<file path="src/rtl/hack_seq_pkg.sv">
// Shared encodings for the Hack fetch/execute sequencer: FSM states and
// the instruction bit positions the sequencer decodes.
package hack_seq_pkg;

  typedef enum logic [1:0] {
    S_RESET = 2'd0,
    S_FETCH = 2'd1,
    S_EXEC  = 2'd2,
    S_HALT  = 2'd3
  } state_t;

  localparam int IS_C = 15;
  localparam int D3   = 3;
  localparam int J1   = 2;
  localparam int J2   = 1;
  localparam int J3   = 0;

endpackage

</file>
<file path="src/rtl/hack_jump_eval.sv">
// C-instruction jump condition from the j-bits and ALU flags; kept standalone
// so branch prediction can evaluate the same condition early.
module hack_jump_eval
  import hack_seq_pkg::*;
(
  input  logic [2:0] jbits,
  input  logic       zr,
  input  logic       ng,
  output logic       jump
);

  assign jump = (jbits[J1] & ng) | (jbits[J2] & zr) | (jbits[J3] & ~ng & ~zr);

endmodule

</file>
<file path="src/rtl/hack_sequencer.sv">
// Fetch/execute sequencer: drives PC controls, the imem handshake, the IR load
// and the single exec_en commit strobe; counts retired instructions.
module hack_sequencer
  import hack_seq_pkg::*;
#(
  parameter int WIDTH = 16
) (
  input  logic             clk,
  input  logic             reset_n,
  input  logic             imem_ack,
  input  logic [WIDTH-1:0] instr,
  input  logic             zr,
  input  logic             ng,
  input  logic             mem_busy,
  input  logic             halt_req,
  output logic             imem_req,
  output logic             ir_load,
  output logic             exec_en,
  output logic             pc_reset,
  output logic             pc_load,
  output logic             pc_inc,
  output logic             halted,
  output logic [WIDTH-1:0] retired
);

  state_t           r_state;
  state_t           w_next;
  logic             r_is_c;
  logic [3:0]       r_ir_lo;
  logic [WIDTH-1:0] r_retired;
  logic             w_jump;
  logic             w_unused;

  // Only the type bit and d3/j-bits matter here; the datapath IR keeps the rest.
  assign w_unused = ^instr;

  hack_jump_eval u_jump (
    .jbits (r_ir_lo[J1:J3]),
    .zr    (zr),
    .ng    (ng),
    .jump  (w_jump)
  );

  always_comb begin
    w_next   = r_state;
    imem_req = 1'b0;
    ir_load  = 1'b0;
    exec_en  = 1'b0;
    pc_reset = 1'b0;
    pc_load  = 1'b0;
    pc_inc   = 1'b0;
    halted   = 1'b0;
    case (r_state)
      S_RESET: begin
        pc_reset = 1'b1;
        w_next   = S_FETCH;
      end
      S_FETCH: begin
        if (halt_req) begin
          w_next = S_HALT;
        end else begin
          imem_req = 1'b1;
          if (imem_ack) begin
            ir_load = 1'b1;
            w_next  = S_EXEC;
          end
        end
      end
      S_EXEC: begin
        // A data-memory write that cannot be accepted holds the whole commit.
        if (!r_is_c) begin
          exec_en = 1'b1;
          pc_inc  = 1'b1;
          w_next  = S_FETCH;
        end else if (!(r_ir_lo[D3] && mem_busy)) begin
          exec_en = 1'b1;
          pc_load = w_jump;
          pc_inc  = ~w_jump;
          w_next  = S_FETCH;
        end
      end
      S_HALT: begin
        halted = 1'b1;
        if (!halt_req) w_next = S_FETCH;
      end
      default: w_next = S_RESET;
    endcase
  end

  always_ff @(posedge clk or negedge reset_n) begin
    if (!reset_n) begin
      r_state   <= S_RESET;
      r_is_c    <= 1'b0;
      r_ir_lo   <= 4'd0;
      r_retired <= '0;
    end else begin
      r_state <= w_next;
      if (ir_load) begin
        r_is_c  <= instr[IS_C];
        r_ir_lo <= instr[3:0];
      end
      if (exec_en) r_retired <= r_retired + 1'b1;
    end
  end

  assign retired = r_retired;

endmodule
</file>
<file path="config.mk">
export PLATFORM = sky130hd
export DESIGN_NAME = hack_sequencer
export DESIGN_NICKNAME = d
export VERILOG_FILES = /design/src/rtl/hack_seq_pkg.sv /design/src/rtl/hack_jump_eval.sv /design/src/rtl/hack_sequencer.sv
export SDC_FILE = /design/constraint.sdc
export NUM_CORES = 1
export LEC_CHECK = 0
export CAP_MARGIN = 20
export CORE_UTILIZATION = 37
export DETAILED_ROUTE_END_ITERATION = 16
export GPL_ROUTABILITY_DRIVEN = 0
export PLACE_DENSITY = 0.74
export SETUP_SLACK_MARGIN = 0.4
export SYNTH_ARGS = -nofsm -noshare
export SYNTH_HDL_FRONTEND = slang
export SYNTH_HIERARCHICAL = 1
export SYNTH_SLANG_ARGS = --single-unit
</file>
<file path="constraint.sdc">
create_clock -name clk -period 1.4 [get_ports clk]
set_clock_uncertainty 0.1 [all_clocks]
set_input_delay 0.35 -clock clk [delete_from_list [all_inputs] [get_ports clk]]
set_output_delay 0.35 -clock clk [all_outputs]
set_load 0.005 [all_outputs]
</file>
==> results.md, run 1 <==
* H-tree depth at 1
* Failing checks: negative setup slack
* FF-to-FF End: retired[13]$_DFFE_PN0P_
* Util after Layout at around three quarters
* Routed WL at ~3100 um
* Post-synthesis simple-gate area fraction at 22.6%
* Max Slew Vio Count at 0
* Final min period at 2.05 ns
* Synth area leader: dfrtp_1
* Final worst slack at -0.651 ns
* CP required at 0.95 ns
* Post-synthesis sequential area ratio at 53.3%
* Pleak at 1.02 nW
* Area growth syn-to-layout at 90.3%
* Worst reg2reg path startpoint: r_ir_lo[3]$_DFFE_PN0P_
* Library cells used by synthesis at 24
* Maxcap violations at 0
* Hold crit path type: input port to async pin
* Avg WL per Cell at about 15 um
* CP Class: flip-flop to output port
* Syn Nets at 112
* Compound-gate portion of the synthesized area at approximately 3%
* Worst slew pin tran at 0.305 ns
* 1st-iter DRT viols at 17
* Wire length of the first global-routing pass at 5080 um
* Root Driver: clkbuf_4
* RSZ-0062 raised after global routing: yes
* Row Count at 19
* Core area at approximately 0.0028 mm^2
* Mapped Avg Cell Area at between 10 and 15 um^2
* Period utilization at 146%
* Initial antenna violation count at 0
* Clk buf depth at 2
* Largest family of logic cells by synthesized area: simple AND/OR/NAND/NOR gates
* Power per Cell Area at 1050 mW/mm^2
* Number of buffers created by CTS at 3
* Final hold vios at 0
* Max FO, Critical Path at 2
* Fmax achieved at between 400 and 500 MHz
* Area contributors post-synth: dfrtp_1 53%, xnor2_1 11%, mux2_2 6.3%
* Clock-pin slew on the worst setup and hold paths at 0.13 ns
* Post-synthesis xor/xnor area fraction at 12.2%
* Crit. End Element: output port
* TritonCTS clock tree: done
* R2R Setup Slk at -0.31 ns
* Post-DP HPWL at 1730 um
* First drt pass iteration count at 4
* Register bit total from synthesis at 23
* Slew HR at between 70% and 80%
* Placed Cells at 175
* Worst setup SP type: flip-flop
* Clk Latency, worst-skew pair at 0.31 ns
* DP Area at around 0.0017 mm^2
* Die ar. at 0.00314 mm^2
* Final ANT Viol Nets at 0
* Design area at a little over 0.002 mm^2
* Status: complete, but fails checks
* Remaining global-route overflow at 0
* Total track usage at 20.8%
* VDD IR max at 0.753 mV
* Die height at 56.0 um
* Post-Synth Adder-Cell Area at under 10%
* Die width at ~56 um
* Reg2Reg Depth at 6
* Syn Inst Count at 88
* Port buffer count at 34
* I/O pins at 46
* Pin count of the biggest net entering global routing at 24
* Post-Syn Area at 0.00108 mm^2
* Vias in the first global route at 1096
* Layout cells sized above 1 at between 60 and 70%
* Synth Warn # at 6
* Vias at 1022
* # DRC at 0
* Final nets at 203
* Arrival time at the worst endpoint at 1.60 ns
* Initial Utilization at 39.2%
* Ant diodes at 0
* Post-synthesis mux area share at 6.26%
* Post-synth top area share at about 53%
* Final setup fails at 34
* Vias per std cell at 4.89
* Finished Layout Cells at 209
* Clock sink count at 23
==> cell usage in the layout (no fill, tap or decap) <==
| cell type | count |
|---|---|
| nand4_1 | 5 |
| clkbuf_4 | 3 |
| nand2b_4 | 1 |
| dfrtp_2 | 3 |
| a21oi_1 | 1 |
| buf_2 | 17 |
| a221o_1 | 1 |
| nand2_1 | 4 |
| nor2_4 | 2 |
| buf_6 | 25 |
| and2_4 | 1 |
| and3b_1 | 1 |
| dlygate4sd2_1 | 5 |
| clkdlybuf4s50_1 | 6 |
| xnor2_2 | 3 |
| and3_4 | 2 |
| a21oi_2 | 1 |
| nor3b_2 | 2 |
| dfrtp_1 | 20 |
| clkbuf_1 | 1 |
| nor2b_4 | 2 |
| nor4_4 | 2 |
| xnor2_1 | 10 |
| nand3_2 | 1 |
| nand3_4 | 2 |
| nand3_1 | 4 |
| and4_4 | 1 |
| a211oi_2 | 1 |
| buf_4 | 32 |
| mux2_4 | 6 |
| buf_12 | 3 |
| and3_1 | 2 |
| and4_1 | 1 |
| nand2_2 | 2 |
| nand2_4 | 1 |
| o21ai_0 | 1 |
| xor2_1 | 2 |
| ha_2 | 1 |
==> cell usage after synthesis <==
library cell   n
and3_1         4
and4_1         2
buf_6          1
nand2b_2       1
and2_1         1
mux2_2         6
nor3b_1        2
and3b_1        1
nor4_4         2
nor2b_1        2
a211oi_1       1
nand4_1        5
nand3_1        7
xnor2_1       13
ha_1           1
dfrtp_1       23
buf_2          1
nor2_1         1
a221o_1        1
nand2_1        7
o21ai_0        1
xor2_1         2
a21oi_1        2
nor2_4         1
==> flip-flops by register name, indices dropped and copies added, names as in the netlist <==
name	count
retired	16
r_is_c	1
r_ir_lo	4
r_state	2
==> logic make-up after synthesis <==
| kind of cell | after synthesis |
|---|---|
| DFF | 23 |
| AOI/OAI and AO/OA | 5 |
| and+or+nand+nor | 36 |
| muxes | 6 |
| buffers and inverters | 2 |
| xor gates and xnor gates | 15 |
| adders and majority gates | 1 |
==> final cells by class <==
type	count	area (um^2)
Clock buffer	4	26.3
Fill cell	190	703
Multi-Input combinational cell	63	639
Sequential cell	23	579
Tap cell	31	38.8
Timing Repair Buffer	88	771
==> how the worst max path moves through the flow <==
stage	startpoint	endpoint	depth (start not counted)
floorplan	retired[0]$_DFFE_PN0P_	retired[10]$_DFFE_PN0P_	5
global placement	ng	pc_inc	5
detailed placement	zr	pc_inc	5
CTS	r_ir_lo[0]$_DFFE_PN0P_	pc_inc	5
global route	r_ir_lo[0]$_DFFE_PN0P_	pc_inc	5
finish	r_ir_lo[0]$_DFFE_PN0P_	pc_inc	5
==> through the flow <==
| stage | setup TNS, ns | hold WS [ns] | setup slack, ns | power (mW) |
|---|---|---|---|---|
| after floorplan | -0.433 | -0.0456 | -0.0842 | 1.09 |
| after global placement | -15.69 | 0.359 | -0.981 | 1.44 |
| after detailed placement | -16.12 | 0.369 | -1.04 | 1.46 |
| after CTS | -5.54 | 0.273 | -0.664 | 2.06 |
| after global routing | -8.36 | 0.268 | -0.728 | 2.25 |
| final | -6.29 | 0.267 | -0.651 | 2.15 |
==> power by group <==
group	switching (mW)	total [mW]	internal [mW]
Combinational	0.367	1.01	0.641
Clock	0.194	0.305	0.111
Sequential	0.0755	0.836	0.760
==> metal layers <==
| metal | wire length, um | share of wire [%] | vias to the layer above | track usage [%] |
|---|---|---|---|---|
| li1 | - | - | 497 | - |
| met5 | 0 | 0 | - | 0 |
| met1 | 1220 | 39 | 496 | 25.2 |
| met4 | 19 | 0.61 | 0 | 5.23 |
| met3 | 102 | 3.3 | 2 | 2.33 |
| met2 | 1800 | 57 | 27 | 39.1 |
==> timing repair <==
action | in CTS | in global routing
endpoints found under the hold margin | 0 | 0
endpoints found under the setup margin | 46 | 46
hold buffers | 0 | 0
gates cloned | 0 | 0
pin swaps | 21 | 9
gates resized for setup | 136 | 10
setup buffers | 27 | 3
==> worst max-delay path, stage by stage, from the launching register on <==
cell      delay [ns]
dfrtp_1         0.41
nor3b_2         0.15
a221o_1         0.28
buf_4           0.14
a211oi_2        0.18
buf_2           0.14
No activity file was read; power rests on OpenSTA's default activity.
==> inputs of run 2 (changes only) <==
--- a/config.mk
+++ b/config.mk
@@ -5,7 +5,7 @@
 export SDC_FILE = /design/constraint.sdc
 export NUM_CORES = 1
 export LEC_CHECK = 0
-export CAP_MARGIN = 20
+export CAP_MARGIN = 15
 export CORE_UTILIZATION = 37
 export DETAILED_ROUTE_END_ITERATION = 16
 export GPL_ROUTABILITY_DRIVEN = 0
==> results of run 2 <==
Final layout, timing and power as in run 1 (identical DEF).
